<file path="src/rtl/i2s_pkg.sv">
// Shared constants for the I2S transmitter: default channel width and
// word-select channel encoding.
package i2s_pkg;

   localparam int DW_DEFAULT = 16;
   localparam int FRAME_BITS = 2 * DW_DEFAULT;
   localparam int PW_DEFAULT = 32;

   localparam logic WS_LEFT  = 1'b0;
   localparam logic WS_RIGHT = 1'b1;

endpackage

</file>
<file path="src/rtl/i2s_clkgen.sv">
// SCK divider: toggles SCK every prescaler+1 cycles while enabled and flags
// whether the current cycle produces a rising or falling SCK edge.
module i2s_clkgen #(
   parameter int PW = 32
) (
   input  logic          i_clk,
   input  logic          i_rst,
   input  logic          i_enable,
   input  logic [PW-1:0] i_prescaler,
   output logic          o_sck,
   output logic          o_rise,
   output logic          o_fall
);

   logic [PW-1:0] r_cnt;
   logic          r_sck;
   logic          w_toggle;

   // >= so that a lowered prescaler takes effect at once instead of after a wrap
   assign w_toggle = i_enable && (r_cnt >= i_prescaler);
   assign o_rise   = w_toggle && !r_sck;
   assign o_fall   = w_toggle && r_sck;
   assign o_sck    = r_sck;

   always_ff @(posedge i_clk) begin
      if (i_rst || !i_enable) begin
         r_cnt <= '0;
         r_sck <= 1'b0;
      end else if (w_toggle) begin
         r_cnt <= '0;
         r_sck <= ~r_sck;
      end else begin
         r_cnt <= r_cnt + PW'(1);
      end
   end

endmodule

</file>
<file path="src/rtl/i2s_tx.sv">
// I2S master transmitter: one-entry sample holding buffer, frame bit index
// and serializer driven by the falling edges of the divided bit clock.
module i2s_tx
   import i2s_pkg::*;
#(
   parameter int DW = FRAME_BITS / 2,
   parameter int PW = PW_DEFAULT
) (
   input  logic            wb_clk,
   input  logic            rst,
   input  logic [PW-1:0]   prescaler,
   input  logic            enable,
   input  logic [2*DW-1:0] sample_i,
   input  logic            sample_valid_i,
   output logic            sample_ready_o,
   output logic            i2s_sck_o,
   output logic            i2s_ws_o,
   output logic            i2s_sd_o,
   output logic            underrun_o
);

   localparam int FW = 2 * DW;
   localparam int BW = (FW > 1) ? $clog2(FW) : 1;
   localparam logic [BW-1:0] LAST_BIT = BW'(FW - 1);
   localparam logic [BW-1:0] WS_FIRST = BW'(DW - 1);
   localparam logic [BW-1:0] WS_LAST  = BW'(FW - 2);

   logic          w_rise;
   logic          w_fall;
   logic          w_fallEv;
   logic          w_accept;
   logic          w_load;
   logic [BW-1:0] w_nextB;
   logic [BW-1:0] w_sdIdx;
   logic          w_nextWs;

   logic [FW-1:0] r_buf;
   logic          r_full;
   logic [FW-1:0] r_shift;
   logic [BW-1:0] r_bitIdx;
   logic          r_ws;
   logic          r_sd;
   logic          r_underrun;
   logic          r_armed;

   i2s_clkgen #(
      .PW(PW)
   ) u_clkgen (
      .i_clk      (wb_clk),
      .i_rst      (rst),
      .i_enable   (enable),
      .i_prescaler(prescaler),
      .o_sck      (i2s_sck_o),
      .o_rise     (w_rise),
      .o_fall     (w_fall)
   );

   // A fall only counts once a rise has been seen since enable went high
   assign w_fallEv = w_fall && r_armed;
   assign w_accept = sample_valid_i && !r_full;
   assign w_load   = w_fallEv && (r_bitIdx == LAST_BIT);
   assign w_nextB  = (r_bitIdx == LAST_BIT) ? '0 : r_bitIdx + BW'(1);
   assign w_sdIdx  = LAST_BIT - w_nextB;
   // WS switches one bit ahead of the channel MSB
   assign w_nextWs = ((w_nextB >= WS_FIRST) && (w_nextB <= WS_LAST)) ? WS_RIGHT : WS_LEFT;

   assign sample_ready_o = !r_full;
   assign i2s_ws_o       = r_ws;
   assign i2s_sd_o       = r_sd;
   assign underrun_o     = r_underrun;

   // Accept and frame-load never collide: accept needs empty, load-drain needs full
   always_ff @(posedge wb_clk) begin
      if (rst) begin
         r_buf  <= '0;
         r_full <= 1'b0;
      end else if (w_accept) begin
         r_buf  <= sample_i;
         r_full <= 1'b1;
      end else if (w_load && r_full) begin
         r_full <= 1'b0;
      end
   end

   always_ff @(posedge wb_clk) begin
      if (rst || !enable) begin
         r_armed <= 1'b0;
      end else if (w_rise) begin
         r_armed <= 1'b1;
      end
   end

   always_ff @(posedge wb_clk) begin
      if (rst) begin
         r_shift    <= '0;
         r_bitIdx   <= LAST_BIT;
         r_ws       <= WS_LEFT;
         r_sd       <= 1'b0;
         r_underrun <= 1'b0;
      end else begin
         r_underrun <= 1'b0;
         if (!enable) begin
            r_bitIdx <= LAST_BIT;
            r_ws     <= WS_LEFT;
            r_sd     <= 1'b0;
         end else if (w_fallEv) begin
            r_bitIdx <= w_nextB;
            r_ws     <= w_nextWs;
            if (w_load) begin
               if (r_full) begin
                  r_shift <= r_buf;
                  r_sd    <= r_buf[FW-1];
               end else begin
                  r_shift    <= '0;
                  r_sd       <= 1'b0;
                  r_underrun <= 1'b1;
               end
            end else begin
               r_sd <= r_shift[w_sdIdx];
            end
         end
      end
   end

endmodule
</file>
<file path="config.mk">
export PLATFORM = sky130hd
export DESIGN_NAME = i2s_tx
export DESIGN_NICKNAME = d
export VERILOG_FILES = /design/src/rtl/i2s_pkg.sv /design/src/rtl/i2s_clkgen.sv /design/src/rtl/i2s_tx.sv
export SDC_FILE = /design/constraint.sdc
export NUM_CORES = 1
export LEC_CHECK = 0
export ABC_AREA = 1
export BUFFER_PORTS_ARGS = -buffer_cell sky130_fd_sc_hd__buf_4
export CAP_MARGIN = 20
export CORE_UTILIZATION = 60
export DETAILED_ROUTE_END_ITERATION = 7
export GPL_ROUTABILITY_DRIVEN = 1
export GPL_TIMING_DRIVEN = 0
export HOLD_SLACK_MARGIN = 0.1
export PLACE_DENSITY = 0.86
export SYNTH_ARGS = -nofsm -noshare
export SYNTH_HDL_FRONTEND = slang
export SYNTH_SLANG_ARGS = --single-unit
</file>
<file path="constraint.sdc">
create_clock -name wb_clk -period 4.9 [get_ports wb_clk]
set_clock_uncertainty 0.15 [all_clocks]
set_input_delay 0.49 -clock wb_clk [delete_from_list [all_inputs] [get_ports wb_clk]]
set_output_delay 0.49 -clock wb_clk [all_outputs]
set_load 0.02 [all_outputs]
</file>
==> flow_summary.ini, run 1 <==
[floorplanning]
start_util = 0.6278
die_x_microns = 100.8
die-area_sq_mm = 0.01016
die_y_microns = 100.8
num_io_pins = 73
coreArea_sq_mm = 0.009328
rows = 35

[global_route]
track_usage = 0.2598
grt_pass1_vias = 4806
grt_overflow = 0
grt_start_max_net_pins = 19
grt_pass1_wl_mm = 21.05
antenna_found_initial = 0

[sta]
period_share = 0.5406
rsz0062_at_grt = no
setup_ws_ns = 2.251
whs_ns = 0.2098
maxSlewHeadroom = 0.6207
period_minus_slack_ns = 2.649
worst_slew_pin_slew_ns = 0.5637
tns_ns = 0
fmax_mhz = 377.5
slew_viol_final = 0
setup_viol = 0
finalHoldViolations = 0

[drt]
drc = 0
firstDrtPassIters = 6
wl_per_cell_microns = 11.82
wl_mm = 12.45
wl_met1_mm = 6.225
vias_per_cell = 5.129
top_layer = met4
wl_met3_microns = 683
drtAntennaViolNets = 0
wl_met2_mm = 5.362
drt_iter0_drc = 380
num_vias = 5401

[worst_setup_path]
cp_max_fo = 10
arrival_ns = 2.77
path_class = reg -> reg
crit_slowest_cell = dfxtp_1
crit_path_end_kind = flip-flop
startpoint_type = flip-flop
cp_common_cell = nand2_1
path_cells = ha_1, nand2_1, nor2_1, ha_1, buf_4, nor2_4, inv_2, buf_2, o21ai_0, o211ai_1, nand3_1, nand2_1, nand2_1, nand2_1, nand2_1, a21oi_1
slowest_delay_ns = 0.39
critPathRequiredTime_ns = 5.02

[cells_and_area]
final_net_count = 1023
postLayoutCoreUtil = 0.7211
area_growth_pct = 14.87
drive_gt1_frac = 0.1494
num_antenna_cells = 0

[yosys]
ys_ff_latch = 107
synth_top_cell_area_share = 0.3658
synthTopCellsByArea = dfxtp_1 (37%), nand2_1 (9.2%), nor2_1 (8.5%), ha_1 (7.7%), inv_1 (7.3%)
synthMostInstantiatedCell = nand2_1
synth_edf_count = 0
synth_nets = 941
syn-cell-area_sq_mm = 0.005856
postSynthCellCount = 837
ys_seq_area_frac = 0.3658
yosys_warnings = 0
async_reset_ff_frac = 0
avgSynthCellArea_sq_um = 6.996
yosys-top-cells-count = nand2_1 (144), nor2_1 (132), inv_1 (114)
netlist.top_cell.by_area = dfxtp_1
synthFlopType = dfxtp_1
synth_cell_types = 36

[power]
powerDensity_mw_per_mm2 = 229.5
leakage_nw = 3.050
peakVddDrop_v = 0.0001397

[placed_design]
io_buffers = 71
place.gp.congestion = 0.8565
pre_cts_slack_ns = 2.280
hpwlAfterDp_mm = 9.596

[clocking]
cts_setup_buffers = 0
cts-hold-fix-buffers = 0
cts-root-buf = clkbuf_8
clock_sinks = 107
cts-resized-gates = 0
numCtsBuffers = 9
clk_latency_ns = 0.37
cts_tree = done
clockBufferDepth = 2
htree_levels = 3
clk_pin_slew_ns = 0.10

[flow_run]
cap_violations = 0

[worst_hold_path]
hp-class = in -> reg

[outcome]
status = complete, no violations
-- final timing paths --
| check | start | slack [ns] | to | cells past startpoint |
|---|---|---|---|---|
| worst min-delay path | sample_i[14] | 0.21 | r_buf[14] | 3 |
| worst max register to register | r_bitIdx[0] | 2.25 | i2s_sd_o | 16 |
| worst min register to register | r_armed | 0.31 | r_armed | 2 |
| worst max-delay path | r_bitIdx[0] | 2.25 | i2s_sd_o | 16 |
-- critical path: cells and delay by family, from the launching register on --
family	cells	cell delay (ns)
and+or+nand+nor	8	0.68
buffers and inverters	3	0.53
DFF	1	0.39
AOI/OAI and AO/OA	3	0.40
adders and majority gates	2	0.39
-- cell families after synthesis --
| family | after synthesis | synth area share |
|---|---|---|
| buf+inv | 157 | 0.1058 |
| simple gates | 386 | 0.3047 |
| fa+ha+maj | 36 | 0.07692 |
| compound gates | 132 | 0.1184 |
| flops | 107 | 0.3658 |
| xor+xnor | 19 | 0.02842 |
-- metrics by stage --
stage,cell area [sq um],power [W],cells
final,6726,0.001544,1053
after global routing,6726,0.001610,1053
after CTS,6726,0.001547,1053
after detailed placement,6550,0.001072,1037
after global placement,6550,0.001066,1037
after floorplan,5856,0.001005,837
-- routing by layer --
| metal | GRT usage | up-vias |
|---|---|---|
| li1 | - | 2860 |
| met1 | 0.3702 | 2358 |
| met2 | 0.4083 | 167 |
| met3 | 0.03537 | 16 |
| met4 | 0.08138 | 0 |
| met5 | 0 | - |
-- state kept, by name (all words and copies together) (netlist names) --
| name | flops |
|---|---|
| i2s_sd_o | 1 |
| i2s_ws_o | 1 |
| r_armed | 1 |
| r_bitIdx | 5 |
| r_buf | 32 |
| r_full | 1 |
| r_shift | 32 |
| u_clkgen.o_sck | 1 |
| u_clkgen.r_cnt | 32 |
| underrun_o | 1 |
-- cells in the final DEF (no fill, tap or decap), types with 4 or more instances in the layout --
master / netlist / final
buf_2: 9 / 9
nor2_1: 132 / 132
nand2_2: 4 / 4
nor3_2: 5 / 5
xor2_1: 14 / 14
clkbuf_8: 0 / 9
nor2_2: 6 / 6
xnor2_1: 5 / 5
nor2_4: 7 / 7
clkbuf_1: 21 / 21
nor3_1: 18 / 18
ha_1: 36 / 36
dfxtp_1: 107 / 107
or2_2: 4 / 4
nand4_1: 43 / 43
inv_2: 4 / 4
buf_4: 5 / 76
nand3_1: 11 / 11
a21oi_1: 62 / 62
inv_1: 114 / 114
nand2_1: 144 / 144
o211ai_1: 8 / 8
o21ai_0: 55 / 55
-- final cells by class --
class / count / area (sq um)
tap: 129 / 161.4
multi-input combinational: 573 / 3094
timing repair buffer: 71 / 533.0
sequential: 107 / 2142
clock buffer: 9 / 123.9
clock inverter: 7 / 52.55
inverter: 119 / 446.7
fill: 793 / 2601
buffer: 38 / 172.7
-- where the power goes --
group / total, W / switching [W] / internal, W
clock: 0.000492 / 0.000304 / 0.000188
sequential: 0.000907 / 0.0000139 / 0.000893
combinational: 0.000145 / 0.0000782 / 0.0000668
(Power assumes the default switching activity.)
==> inputs of run 2 (changes only) <==
--- a/config.mk
+++ b/config.mk
@@ -5,15 +5,15 @@
 export SDC_FILE = /design/constraint.sdc
 export NUM_CORES = 1
 export LEC_CHECK = 0
-export ABC_AREA = 1
+export ABC_AREA = 0
 export BUFFER_PORTS_ARGS = -buffer_cell sky130_fd_sc_hd__buf_4
 export CAP_MARGIN = 20
-export CORE_UTILIZATION = 60
+export CORE_UTILIZATION = 52
 export DETAILED_ROUTE_END_ITERATION = 7
 export GPL_ROUTABILITY_DRIVEN = 1
 export GPL_TIMING_DRIVEN = 0
 export HOLD_SLACK_MARGIN = 0.1
-export PLACE_DENSITY = 0.86
+export PLACE_DENSITY = 0.8
 export SYNTH_ARGS = -nofsm -noshare
 export SYNTH_HDL_FRONTEND = slang
 export SYNTH_SLANG_ARGS = --single-unit
==> constraint.sdc (replaced) <==
create_clock -name wb_clk -period 2.2 [get_ports wb_clk]
set_clock_uncertainty 0.15 [all_clocks]
set_input_delay 0.22 -clock wb_clk [delete_from_list [all_inputs] [get_ports wb_clk]]
set_output_delay 0.22 -clock wb_clk [all_outputs]
set_load 0.02 [all_outputs]
==> run 2 against run 1 <==
Compared with the run above: the flow now finishes with violations (setup timing); flip-flop and latch count stayed put; non-clock buffer count is 74 higher; critical path depth is 5 lower; die area is 8.8% higher; combinational power grew to 3.0 times the previous value; worst hold slack better by 0.10 ns; final cell count is 8.7% lower; clock power grew to 2.6 times the previous value; power is 140% higher; cell area is 19% higher; critical path type unchanged; largest cell class unchanged; largest power group unchanged.
==> flow_summary.ini, run 2 <==
[cells_and_area]
filler_cell_count = 615
ff_latch_area_sq_mm = 0.002196
final_common_cell = nand2_1
final_net_count = 924
reg.largest.list = r_buf: 32 flops, r_shift: 32 flops, u_clkgen.r_cnt: 32 flops
num_antenna_cells = 0
multi_input_area_sq_mm = 0.003620
final_cell_mix = nand2_1 (121), buf_4 (103), dfxtp_1 (80)
area_growth_pct = 44.35
drive_gt1_frac = 0.3103
finalNonFillerCells = 961

[drt]
drtAntennaViolNets = 0
drt_iter0_drc = 338
num_vias = 5316
firstDrtPassIters = 6
wl_per_cell_microns = 16.45
vias_per_cell = 5.532
wl_mm = 15.81
drc = 0

[yosys]
synth_top_cell_area_share = 0.3872
synth_nets = 758
yosys-top-cells-count = nand2_1 (122), dfxtp_1 (107), a21oi_1 (53)
async_reset_ff_frac = 0
synthFlopType = dfxtp_1
syn-cell-area_sq_mm = 0.005533
synthTopCellsByArea = dfxtp_1 (39%), mux2i_1 (8.3%), nand2_1 (8.3%), ha_1 (8.1%), a21oi_1 (4.8%)
synth_cell_types = 49
ys_ff_latch = 107
yosys_warnings = 0
synth_edf_count = 0
synthMostInstantiatedCell = nand2_1
netlist.top_cell.by_area = dfxtp_1
avgSynthCellArea_sq_um = 8.460
ys_seq_area_frac = 0.3872
postSynthCellCount = 654

[clocking]
numCtsBuffers = 9
clk_pin_slew_ns = 0.09
cts-root-buf = clkbuf_8
clockBufferDepth = 2
cts_tree = done
clk_latency_ns = 0.39
htree_levels = 3
clock_sinks = 107

[power]
powerDensity_mw_per_mm2 = 460.4
leakage_nw = 3.451
peakVddDrop_v = 0.0003836

[worst_setup_path]
cp_max_fo = 6
crit_path_end_kind = flip-flop
critPathRequiredTime_ns = 2.35
arrival_ns = 2.79
path_cells = ha_4, and3_4, ha_4, or2_4, bufbuf_16, buf_4, mux2i_1, a32o_1, o21ai_1, o211ai_1, a32oi_1
r2r-start = r_bitIdx[1]
path_class = reg -> reg
reg2reg_slack_ns = -0.44
cp_common_cell = ha_4
slowest_delay_ns = 0.37
startpoint_type = flip-flop
r2r-end = i2s_sd_o
crit_slowest_cell = dfxtp_4
reg2reg_depth = 11

[global_route]
grt_overflow = 0
antenna_found_initial = 0
grt_pass1_vias = 5190
track_usage = 0.2666
grt_pass1_wl_mm = 23.67
grt_start_max_net_pins = 17

[floorplanning]
coreArea_sq_mm = 0.01032
rows = 37
die_x_microns = 105.2
die_y_microns = 105.2
start_util = 0.5359
num_io_pins = 73
die-area_sq_mm = 0.01106

[placed_design]
place.gp.congestion = 0.9079
io_buffers = 72
pre_cts_slack_ns = -0.6184
placedCellCount = 862
hpwlAfterDp_mm = 9.057

[sta]
maxSlewHeadroom = 0.6536
setup_ws_ns = -0.4406
rsz0062_at_grt = yes
setup_viol = 74
worst_slew_pin_slew_ns = 0.5179
period_share = 1.200
fmax_mhz = 378.7
period_minus_slack_ns = 2.641
slew_viol_final = 0
finalHoldViolations = 0

[worst_hold_path]
min_from = r_buf[1]
hold_end = r_buf[1]
hp-class = reg -> reg
whs_path_depth = 2

[outcome]
status = finished, violations left
violations = setup timing

[flow_run]
cap_violations = 0
-- run 2: kinds of logic after synthesis --
family	Yosys count	synth area share
compound gates	88	0.09498
xor+xnor	32	0.05066
fa+ha+maj	36	0.08141
buf+inv	73	0.06241
flops	107	0.3872
mux	50	0.09747
simple gates	268	0.2259
-- run 2: area by class of cell --
class / instances / share of cell area
repair buffers: 157 / 0.1797
inverters: 45 / 0.02115
multi-input cells: 474 / 0.4532
clock inverters: 4 / 0.006110
clock buffers: 12 / 0.01943
plain buffers: 26 / 0.02413
flip-flops and latches: 107 / 0.2749
well taps: 136 / 0.02131
-- run 2: worst max-delay path by stage --
stage                           start       end  slack, ns  depth (start not counted)
final                     r_bitIdx[1]  i2s_sd_o      -0.44                         11
after global routing      r_bitIdx[1]  i2s_sd_o      -0.46                         10
after CTS                 r_bitIdx[1]  i2s_sd_o      -0.37                         10
after detailed placement  r_bitIdx[1]  i2s_sd_o      -0.62                         10
after global placement    r_bitIdx[1]  i2s_sd_o      -0.61                         10
after floorplan           r_bitIdx[0]  i2s_sd_o      -0.28                         11
-- run 2: repair_timing --
item | CTS | global route
cloned | 6 | 1
pin swaps | 30 | 28
endpoints found under the hold margin | 36 | 0
setup endpoints to repair | 75 | 75
buffers inserted | 29 | 21
gates resized for setup | 84 | 85
hold buffers | 35 | 0
-- run 2: per-stage QoR --
step	hold WS [ns]	area [sq um]	total power [W]	utilization	setup TNS (ns)
after CTS	0.3135	7567	0.003634	0.7330	-18.27
after global placement	0.2926	6297	0.002324	0.6100	-26.40
after detailed placement	0.2991	6297	0.002339	0.6100	-29.77
final	0.3094	7986	0.003677	0.7736	-22.61
after global routing	0.3333	7986	0.003816	0.7736	-28.31
after floorplan	0.2060	5587	0.002194	-	-11.91
-- run 2: worst max-delay path: cells and delay by family, from the launching register on --
| kind | cells | cell delay, ns |
|---|---|---|
| AOI/OAI and AO/OA | 4 | 0.72 |
| adders and majority gates | 2 | 0.30 |
| buffers and inverters | 2 | 0.43 |
| DFF | 1 | 0.37 |
| muxes | 1 | 0.13 |
| and+or+nand+nor | 2 | 0.46 |
-- run 2: report_power, final --
group	leakage, nW	switching [W]	internal [W]	total (W)
Sequential	0.882	0.0000236	0.00196	0.00199
Clock	0.106	0.000672	0.000588	0.00126
Combinational	2.46	0.000204	0.000226	0.000430
-- run 2: layer usage --
metal	part of all wire	routed length (microns)	global-route usage	up-vias
met1	0.40	6279	0.3043	2548
met4	0.029	459	0.09960	0
met2	0.53	8321	0.4910	184
li1	-	-	-	2532
met5	0	0	0	-
met3	0.047	748	0.04866	52
